--- config.mk ---
export PLATFORM = sky130hd
export DESIGN_NAME = rsa_operand_fifo_flat
export DESIGN_NICKNAME = d
export VERILOG_FILES = /design/src/rtl/rsa_pkg.sv /design/src/rtl/rsa_operand_fifo_if.sv /design/src/rtl/rsa_fifo_ctrl.sv /design/src/rtl/rsa_operand_fifo.sv /design/src/flat_wrapper.sv
export SDC_FILE = /design/constraint.sdc
export NUM_CORES = 2
export LEC_CHECK = 0
export ABC_AREA = 1
export CAP_MARGIN = 20
export CORE_ASPECT_RATIO = 1.4
export CORE_UTILIZATION = 40
export CTS_BUF_LIST = sky130_fd_sc_hd__clkbuf_4
export DETAILED_ROUTE_END_ITERATION = 6
export GPL_ROUTABILITY_DRIVEN = 1
export PLACE_DENSITY = 0.64
export SLEW_MARGIN = 20
export SYNTH_ARGS = -nofsm -noshare
export SYNTH_HDL_FRONTEND = slang
export SYNTH_SLANG_ARGS = --single-unit
--- constraint.sdc ---
create_clock -name clk -period 12.25 [get_ports clk]
set_input_delay 2.45 -clock clk [delete_from_list [all_inputs] [get_ports clk]]
set_output_delay 2.45 -clock clk [all_outputs]
set_load 0.02 [all_outputs]
--- src/rtl/rsa_pkg.sv ---
// Shared types and helpers for the RSA operand path: triple struct,
// default operand width and the even-parity function used by the operand FIFO.
package rsa_pkg;

  localparam int RSA_DEFAULT_WIDTH = 32;

  // Parity input is zero-extended to this width so one function serves any WIDTH.
  localparam int RSA_MAX_WIDTH    = 1024;
  localparam int RSA_PARITY_VEC_W = 3 * RSA_MAX_WIDTH;

  typedef struct packed {
    logic [RSA_DEFAULT_WIDTH-1:0] n;
    logic [RSA_DEFAULT_WIDTH-1:0] d;
    logic [RSA_DEFAULT_WIDTH-1:0] c;
  } rsa_triple_t;

  function automatic logic rsa_triple_parity(input logic [RSA_PARITY_VEC_W-1:0] bits);
    return ^bits;
  endfunction

endpackage

--- src/rtl/rsa_operand_fifo_if.sv ---
// Handshake and status bundle of the RSA operand FIFO.
// RSA_OPERAND_PARITY_EN adds the parity_err / parity_err_seen signals.
interface rsa_operand_fifo_if #(
  parameter int WIDTH = rsa_pkg::RSA_DEFAULT_WIDTH,
  parameter int DEPTH = 32
);
  localparam int CW = $clog2(DEPTH) + 1;

  logic             clear;
  logic             in_valid;
  logic             in_ready;
  logic [WIDTH-1:0] n_in;
  logic [WIDTH-1:0] d_in;
  logic [WIDTH-1:0] c_in;
  logic             out_valid;
  logic             out_ready;
  logic [WIDTH-1:0] n_out;
  logic [WIDTH-1:0] d_out;
  logic [WIDTH-1:0] c_out;
  logic [CW-1:0]    level;
  logic [CW-1:0]    count_in;
  logic [CW-1:0]    count_out;
  logic             full;
  logic             empty;
  logic             overflow;
  logic             underflow;
`ifdef RSA_OPERAND_PARITY_EN
  logic             parity_err;
  logic             parity_err_seen;
`endif

  modport slave (
    input  clear, in_valid, n_in, d_in, c_in, out_ready,
    output in_ready, out_valid, n_out, d_out, c_out,
    output level, count_in, count_out, full, empty, overflow, underflow
`ifdef RSA_OPERAND_PARITY_EN
    , output parity_err, parity_err_seen
`endif
  );

  modport master (
    output clear, in_valid, n_in, d_in, c_in, out_ready,
    input  in_ready, out_valid, n_out, d_out, c_out,
    input  level, count_in, count_out, full, empty, overflow, underflow
`ifdef RSA_OPERAND_PARITY_EN
    , input parity_err, parity_err_seen
`endif
  );

endinterface

--- src/rtl/rsa_fifo_ctrl.sv ---
// Pointer, occupancy, counter and sticky-flag control for the RSA operand FIFO.
// Full/empty come from the level register only, never from pointer comparison.
module rsa_fifo_ctrl #(
  parameter int DEPTH = 32
) (
  input  logic                     clk,
  input  logic                     rst,
  input  logic                     clear,
  input  logic                     inValid,
  input  logic                     outReady,
  output logic                     push,
  output logic [$clog2(DEPTH)-1:0] wrPtr,
  output logic [$clog2(DEPTH)-1:0] rdPtr,
  output logic [$clog2(DEPTH):0]   level,
  output logic [$clog2(DEPTH):0]   countIn,
  output logic [$clog2(DEPTH):0]   countOut,
  output logic                     full,
  output logic                     empty,
  output logic                     overflow,
  output logic                     underflow,
  output logic                     inReady,
  output logic                     outValid
);
  localparam int CW = $clog2(DEPTH) + 1;

  logic pop;

  assign full     = (level == CW'(DEPTH));
  assign empty    = (level == '0);
  assign inReady  = !full;
  assign outValid = !empty;
  assign push     = inValid && inReady;
  assign pop      = outReady && outValid;

  // Clear wins over any handshake in the same cycle; pointers wrap by natural overflow.
  always_ff @(posedge clk or posedge rst) begin
    if (rst) begin
      wrPtr     <= '0;
      rdPtr     <= '0;
      level     <= '0;
      countIn   <= '0;
      countOut  <= '0;
      overflow  <= 1'b0;
      underflow <= 1'b0;
    end else if (clear) begin
      wrPtr     <= '0;
      rdPtr     <= '0;
      level     <= '0;
      countIn   <= '0;
      countOut  <= '0;
      overflow  <= 1'b0;
      underflow <= 1'b0;
    end else begin
      if (push) begin
        wrPtr   <= wrPtr + 1'b1;
        countIn <= countIn + 1'b1;
      end
      if (pop) begin
        rdPtr    <= rdPtr + 1'b1;
        countOut <= countOut + 1'b1;
      end
      case ({push, pop})
        2'b10:   level <= level + 1'b1;
        2'b01:   level <= level - 1'b1;
        default: level <= level;
      endcase
      if (inValid && !inReady) overflow <= 1'b1;
      if (outReady && !outValid) underflow <= 1'b1;
    end
  end

endmodule

--- src/rtl/rsa_operand_fifo.sv ---
// First-word-fall-through buffer of RSA {n, d, c} triples with occupancy and sticky flags.
// Define RSA_OPERAND_PARITY_EN to store a per-entry even-parity bit and report head corruption.
module rsa_operand_fifo
  import rsa_pkg::*;
#(
  parameter int WIDTH = RSA_DEFAULT_WIDTH,
  parameter int DEPTH = 32
) (
  input logic              clk,
  input logic              rst,
  rsa_operand_fifo_if.slave bus
);
  localparam int PW = $clog2(DEPTH);

  logic             push;
  logic             wrEn;
  logic [PW-1:0]    wrPtr;
  logic [PW-1:0]    rdPtr;
  logic [3*WIDTH-1:0] mem [DEPTH];
  logic [3*WIDTH-1:0] headWord;

  rsa_fifo_ctrl #(.DEPTH(DEPTH)) ctrl (
    .clk      (clk),
    .rst      (rst),
    .clear    (bus.clear),
    .inValid  (bus.in_valid),
    .outReady (bus.out_ready),
    .push     (push),
    .wrPtr    (wrPtr),
    .rdPtr    (rdPtr),
    .level    (bus.level),
    .countIn  (bus.count_in),
    .countOut (bus.count_out),
    .full     (bus.full),
    .empty    (bus.empty),
    .overflow (bus.overflow),
    .underflow(bus.underflow),
    .inReady  (bus.in_ready),
    .outValid (bus.out_valid)
  );

  // A flush cancels the write as well as the pointer update.
  assign wrEn = push && !bus.clear;

  always_ff @(posedge clk) begin
    if (wrEn) mem[wrPtr] <= {bus.n_in, bus.d_in, bus.c_in};
  end

  assign headWord  = bus.empty ? '0 : mem[rdPtr];
  assign bus.n_out = headWord[3*WIDTH-1 -: WIDTH];
  assign bus.d_out = headWord[2*WIDTH-1 -: WIDTH];
  assign bus.c_out = headWord[WIDTH-1:0];

`ifdef RSA_OPERAND_PARITY_EN
  logic [DEPTH-1:0] parityMem;
  logic             storedParity;

  always_ff @(posedge clk) begin
    if (wrEn) parityMem[wrPtr] <= rsa_triple_parity(RSA_PARITY_VEC_W'({bus.n_in, bus.d_in, bus.c_in}));
  end

  assign storedParity   = parityMem[rdPtr];
  assign bus.parity_err = bus.out_valid &&
                          (rsa_triple_parity(RSA_PARITY_VEC_W'(headWord)) != storedParity);

  // Remembers that a corrupted triple was actually handed to the consumer.
  always_ff @(posedge clk or posedge rst) begin
    if (rst) begin
      bus.parity_err_seen <= 1'b0;
    end else if (bus.clear) begin
      bus.parity_err_seen <= 1'b0;
    end else if (bus.out_valid && bus.out_ready && bus.parity_err) begin
      bus.parity_err_seen <= 1'b1;
    end
  end
`endif

endmodule
--- src/flat_wrapper.sv ---
// flat-port wrapper written by rule: the top's interface ports become plain ports
module rsa_operand_fifo_flat import rsa_pkg::*;
#(
  parameter int WIDTH = RSA_DEFAULT_WIDTH,
  parameter int DEPTH = 32
)
  (clk, rst, bus_clear, bus_in_valid, bus_n_in, bus_d_in, bus_c_in, bus_out_ready, bus_in_ready, bus_out_valid, bus_n_out, bus_d_out, bus_c_out, bus_level, bus_count_in, bus_count_out, bus_full, bus_empty, bus_overflow, bus_underflow);
  rsa_operand_fifo_if #(.WIDTH(WIDTH), .DEPTH(DEPTH)) bus_i ();
  input logic clk;
  input logic rst;
  input wire logic [$bits(bus_i.clear)-1:0] bus_clear;
  input wire logic [$bits(bus_i.in_valid)-1:0] bus_in_valid;
  input wire logic [$bits(bus_i.n_in)-1:0] bus_n_in;
  input wire logic [$bits(bus_i.d_in)-1:0] bus_d_in;
  input wire logic [$bits(bus_i.c_in)-1:0] bus_c_in;
  input wire logic [$bits(bus_i.out_ready)-1:0] bus_out_ready;
  output wire logic [$bits(bus_i.in_ready)-1:0] bus_in_ready;
  output wire logic [$bits(bus_i.out_valid)-1:0] bus_out_valid;
  output wire logic [$bits(bus_i.n_out)-1:0] bus_n_out;
  output wire logic [$bits(bus_i.d_out)-1:0] bus_d_out;
  output wire logic [$bits(bus_i.c_out)-1:0] bus_c_out;
  output wire logic [$bits(bus_i.level)-1:0] bus_level;
  output wire logic [$bits(bus_i.count_in)-1:0] bus_count_in;
  output wire logic [$bits(bus_i.count_out)-1:0] bus_count_out;
  output wire logic [$bits(bus_i.full)-1:0] bus_full;
  output wire logic [$bits(bus_i.empty)-1:0] bus_empty;
  output wire logic [$bits(bus_i.overflow)-1:0] bus_overflow;
  output wire logic [$bits(bus_i.underflow)-1:0] bus_underflow;
  assign bus_i.clear = bus_clear;
  assign bus_i.in_valid = bus_in_valid;
  assign bus_i.n_in = bus_n_in;
  assign bus_i.d_in = bus_d_in;
  assign bus_i.c_in = bus_c_in;
  assign bus_i.out_ready = bus_out_ready;
  assign bus_in_ready = bus_i.in_ready;
  assign bus_out_valid = bus_i.out_valid;
  assign bus_n_out = bus_i.n_out;
  assign bus_d_out = bus_i.d_out;
  assign bus_c_out = bus_i.c_out;
  assign bus_level = bus_i.level;
  assign bus_count_in = bus_i.count_in;
  assign bus_count_out = bus_i.count_out;
  assign bus_full = bus_i.full;
  assign bus_empty = bus_i.empty;
  assign bus_overflow = bus_i.overflow;
  assign bus_underflow = bus_i.underflow;
  rsa_operand_fifo #(.WIDTH(WIDTH), .DEPTH(DEPTH)) u_core (.clk(clk), .rst(rst), .bus(bus_i));
endmodule
== Word level (Yosys, flattened, before mapping) ==
Memory sizes are Yosys's and may differ from the RTL's.
Index checks and enable logic that the tools add are counted.
Word-level totals
  register bits: 30
  RAM bits: 3072
  input bits: 101
  output and inout bits: 120
  memories: 1
Memory list
  u_core.mem: depth 32, width 96, rd ports 1, clocked after memory_dff 0, write ports 1, RTL line rsa_operand_fifo.sv:19  | logic [3*WIDTH-1:0] mem [DEPTH];
Operators by class
  $add $sub $neg: 6
  equality and inequality tests: 3
  muxes and demuxes: 17
  reductions and logical operators: 14
Operators by type and width (count)
  $mux 96: 1
  $mux 6: 5
  $mux 5: 4
  $add 6x1->6 const B: 3
  $pmux 6 s2: 1
  $add 5x1->5 const B: 2
  $reduce_bool 2->1: 4
  $eq 6x6->1 const B: 1
  $logic_not 6->1: 1
  $mux 1: 6
  $sub 6x1->6 const B: 1
  $logic_and 1x1->1: 5
  $logic_not 1->1: 3
  $reduce_bool 3->1: 1
  $eq 2x1->1 const B: 1
  $eq 2x2->1 const B: 1

== Longest topological paths before layout ==
  depth after elaboration: 6
  gate-level depth with buffers: 15
  mapped depth without buffers: 15

== Cells and area by module ==
From an unflattened synthesis, not the netlist that was laid out.
Unflattened totals
  cells, all modules: 10604
  area, all modules: 125776.9 µm²
Modules (own cells, without submodules)
  rsa_operand_fifo: instances 1, cells each 10391, area an instance 124071.5 µm², sequential area each 92248.5 µm²
  rsa_fifo_ctrl: instances 1, cells each 213, area an instance 1705.4 µm², sequential area each 750.7 µm²

== Worst setup path after synthesis ==
No wires, ideal clock.
  path kind: input to register
  start point: input port bus_clear
  end point: memory u_core.mem[0][0] in the netlist's numbering (enable)
  library setup time: 0.552 ns
  arrival: 7.214 ns
  path slack: 4.484 ns
  stages: 4
  cells stage by stage: clkbuf_1 -> nor2_1 -> nand2_1 -> nor2_1
On the way
  cells in the longest elaborated chain, start to end: 4
RTL lines
  start: declaration: RTL line flat_wrapper.sv:11  | input wire logic [$bits(bus_i.clear)-1:0] bus_clear;
  $logic_not 1->1: RTL line rsa_operand_fifo.sv:43  | assign wrEn = push && !bus.clear;
  $logic_and 1x1->1: RTL line rsa_operand_fifo.sv:43
  $mux 1: RTL line rsa_operand_fifo.sv:46  | if (wrEn) mem[wrPtr] <= {bus.n_in, bus.d_in, bus.c_in};
  $mux 1 (not written as such): RTL line rsa_operand_fifo.sv:46
  end: declaration: RTL line rsa_operand_fifo.sv:19
No other way between the ends.

== Final worst setup path ==
  start point: register u_core.ctrl.rdPtr[0]
  end point: output port bus_c_out[30]
On the way
  cells in the longest elaborated chain, start to end: 2
RTL lines
  start: declaration: RTL line rsa_fifo_ctrl.sv:13  | output logic [$clog2(DEPTH)-1:0] rdPtr,
  start signal: assignment: RTL line rsa_fifo_ctrl.sv:59  | rdPtr <= rdPtr + 1'b1;
  $mem_v2 32x96
  $mux 96: RTL line rsa_operand_fifo.sv:49  | assign headWord = bus.empty ? '0 : mem[rdPtr];
  end: declaration: RTL line flat_wrapper.sv:21  | output wire logic [$bits(bus_i.c_out)-1:0] bus_c_out;
No other way between the ends.

==> impl_metrics.yaml <==
route:
  route.detailed.drc: 0
  num_vias: 81200
  vias_per_cell: 5.87
  drtAntennaViolNets: 0
  initialDrtViolationCount: 10600
  first_pass_iters: 6
  wire_per_inst_um: 26.5
  wl_um: 367000
die:
  dieArea_sq_mm: 0.305
  std_cell_rows: 238
  start_util: 0.403
  core_area_sq_mm: 0.301
  die_h_um: 653
  io_pins: 221
  die_w_um: 467
grt:
  grt_remaining_overflow: 0
  grt_pass1_wl_um: 524000
  antenna_found_initial: 53
  grt_max_degree: 310
  grt_pass1_vias: 78600
  grt_usage: 0.233
logic_synthesis:
  ys.flop_type: "edfxtp_1"
  synth.distinct_cells: 36
  synth_seq_cells: 3102
  seq_area_frac_synth: 0.768
  ys_warn_count: 0
  synth_cells: 8936
  avgSynthCellArea_sq_um: 13.6
  synth_nets: 9047
  async_flop_share: 0.00967
  synth-edff-count: 3072
  synth_area_sq_mm: 0.121
final_layout:
  drive_above_1_share: 0.128
  final_area_sq_mm: 0.136
  final_nets: 9459
  final_cells: 13800
  fillCellCount: 26600
  syn_to_final_growth_pct: 12.1
  fin_util: 0.452
min_path:
  holdPathStages: 2
  holdCritStartpoint: "u_core.ctrl.underflow"
  hp-class: "reg2reg"
  min_to: "u_core.ctrl.underflow"
placed_design:
  place_hpwl_um: 167000
  dpl.cell_count: 12600
  gp_congestion: 0.788
  portBuffers: 220
  dpl_cell_area_sq_mm: 0.127
timing:
  worst_pin_slew_ps: 1340
  period_share: 0.716
  final_hold_viol_count: 0
  fmax_mhz: 114
  rsz0062_at_grt: "false"
  final_max_slew_viol_count: 0
  slew_headroom: 0.105
  fin_setup_tns_ps: 0
  fin_hold_ws_ps: 498
  setup_viol_count_final: 0
  post-route-min-period_ps: 8770
  finalClockSkew_ps: 108
cts:
  post_cts_resized: 0
  root_buffer: "clkbuf_4"
  cts_tree: "done"
  clk_pin_slew_ps: 70
  cts_setup_buffers: 0
  htreeDepth: 6
  cts_inserted_buffers: 709
  clock_sinks: 3102
  clkLatencyLatePin_ps: 1340
  cts.path.max_buffers: 4
  cts-hold-fix-buffers: 0
power_and_ir_drop:
  power.switching_uw: 9230
  p_leak_uw: 0.0437
  switching_share: 0.337
  pwr-share-comb: 0.268
  internal_power_uw: 18200
  p_per_area_mw_per_mm2: 202
  clkPwrFrac: 0.299
  p_seq_frac: 0.432
  ir_drop_v: 0.000245
setup_path:
  end_kind: "output pin"
  startpoint: "u_core.ctrl.rdPtr[0]"
  required_ps: 9800
  path_max_fanout: 225
  crit_type: "reg2out"
  r2r-start: "u_core.ctrl.level[0]"
  worstRegToRegCells: 8
  r2r_end: "u_core.mem[12][54]"
  critPathLaunchType: "flop"
  rrSetupSlack_ps: 7110
  arrival_ps: 6320
flow_run:
  drv_cap: 0
outcome:
  run_status: "complete, no violations"
==> synth_stat cells (26+ instances only) <==
cell type | count | area share
edfxtp_1 | 3072 | 0.76
nor2_1 | 1847 | 0.057
o21ai_0 | 1519 | 0.063
o22ai_1 | 485 | 0.025
nand2_1 | 382 | 0.012
clkbuf_1 | 372 | 0.012
nand3_1 | 202 | 0.0083
o211ai_1 | 198 | 0.012
buf_2 | 153 | 0.0063
o221ai_1 | 114 | 0.0082
o21ai_1 | 109 | 0.0045
a21oi_1 | 98 | 0.0040
nand4_1 | 59 | 0.0030
buf_4 | 53 | 0.0033
a31oi_1 | 43 | 0.0022
buf_1 | 36 | 0.0011
inv_1 | 35 | 0.0011
buf_6 | 33 | 0.0031
dfrtp_1 | 30 | 0.0062
and3_1 | 26 | 0.0013
==> sequential cells by signal (all words and copies together) (netlist names) <==
name and count:
u_core.ctrl.countIn 6, u_core.ctrl.wrPtr 5, u_core.ctrl.rdPtr 5, u_core.ctrl.underflow 1
u_core.ctrl.countOut 6, u_core.ctrl.level 6, u_core.ctrl.overflow 1, u_core.mem 3072
==> stage by stage <==
step	power [uW]	worst slack, ps
after global routing	28600	3240
after floorplan	16600	4480
after CTS	27500	3390
final	27400	3480
after detailed placement	19400	4900
after global placement	19200	4710
==> power groups by stage <==
stage | clock network (uW) | logic, uW | registers, uW
detailed placement | 0 | 7320 | 12100
floorplan | 0 | 4610 | 12000
CTS | 8350 | 7350 | 11800
global route | 8810 | 7960 | 11800
finish | 8200 | 7350 | 11800
global placement | 0 | 7190 | 12100
==> area by class of cell <==
type	count	area, sq um	area share
Sequential cell	3102	93000	0.685
Multi-Input combinational cell	5142	25100	0.185
Clock buffer	1013	7600	0.0560
Tap cell	3960	4950	0.0365
Timing Repair Buffer	353	3510	0.0258
Clock inverter	190	1330	0.00982
Inverter	40	211	0.00156
Antenna cell	24	60.1	0.000442
==> placed cells by master (no fill, tap or decap), types with 16 or more instances in the layout <==
master           instances
nor2_1                1814
inv_1                   33
and3_1                  26
o22ai_1                485
buf_4                  104
nor2_4                  33
diode_2                 24
edfxtp_1              3072
nand3_1                202
nand2_1                382
dfrtp_1                 26
clkinv_1               141
o221ai_1               114
clkbuf_4              1013
buf_2                   16
o211ai_1               198
nand4_1                 59
bufinv_16               22
a21oi_1                 98
a31oi_1                 42
clkdlybuf4s50_1        204
o21ai_0               1519
buf_12                  26
o211a_1                 18
o21ai_1                109
==> routing by layer <==
| metal | GRT usage | vias to the layer above | wire length [um] |
|---|---|---|---|
| met1 | 0.303 | 40800 | 143000 |
| met3 | 0.0455 | 804 | 35500 |
| met5 | 0 | - | 242 |
| met2 | 0.384 | 4655 | 176000 |
| met4 | 0.0899 | 38 | 11700 |
| li1 | - | 34800 | - |
==> worst max-delay path by stage <==
stage	to	cells after the start
2_1_floorplan	u_core.mem[0][0]	4
3_3_place_gp	bus_c_out[17]	9
3_5_place_dp	bus_d_out[20]	10
4_1_cts	bus_n_out[26]	11
5_1_grt	bus_c_out[30]	9
6_report	bus_c_out[30]	9
==> critical path, cell delays in order, from the launching register on <==
cell	delay, ps
dfrtp_4	870
buf_4	550
buf_12	550
buf_4	820
o21ai_0	250
o22ai_1	250
nand2_1	70
nand3_1	130
and3_1	410
clkdlybuf4s50_1	690
==> cell families after synthesis <==
family	count (synthesis)	synth area share
xor gates and xnor gates	4	0.000289
and+or+nand+nor	2530	0.0824
adders and majority gates	10	0.00103
AOI/OAI and AO/OA	2598	0.122
buffers and inverters	692	0.0271
DFF	3102	0.768
(Power assumes the default switching activity.)
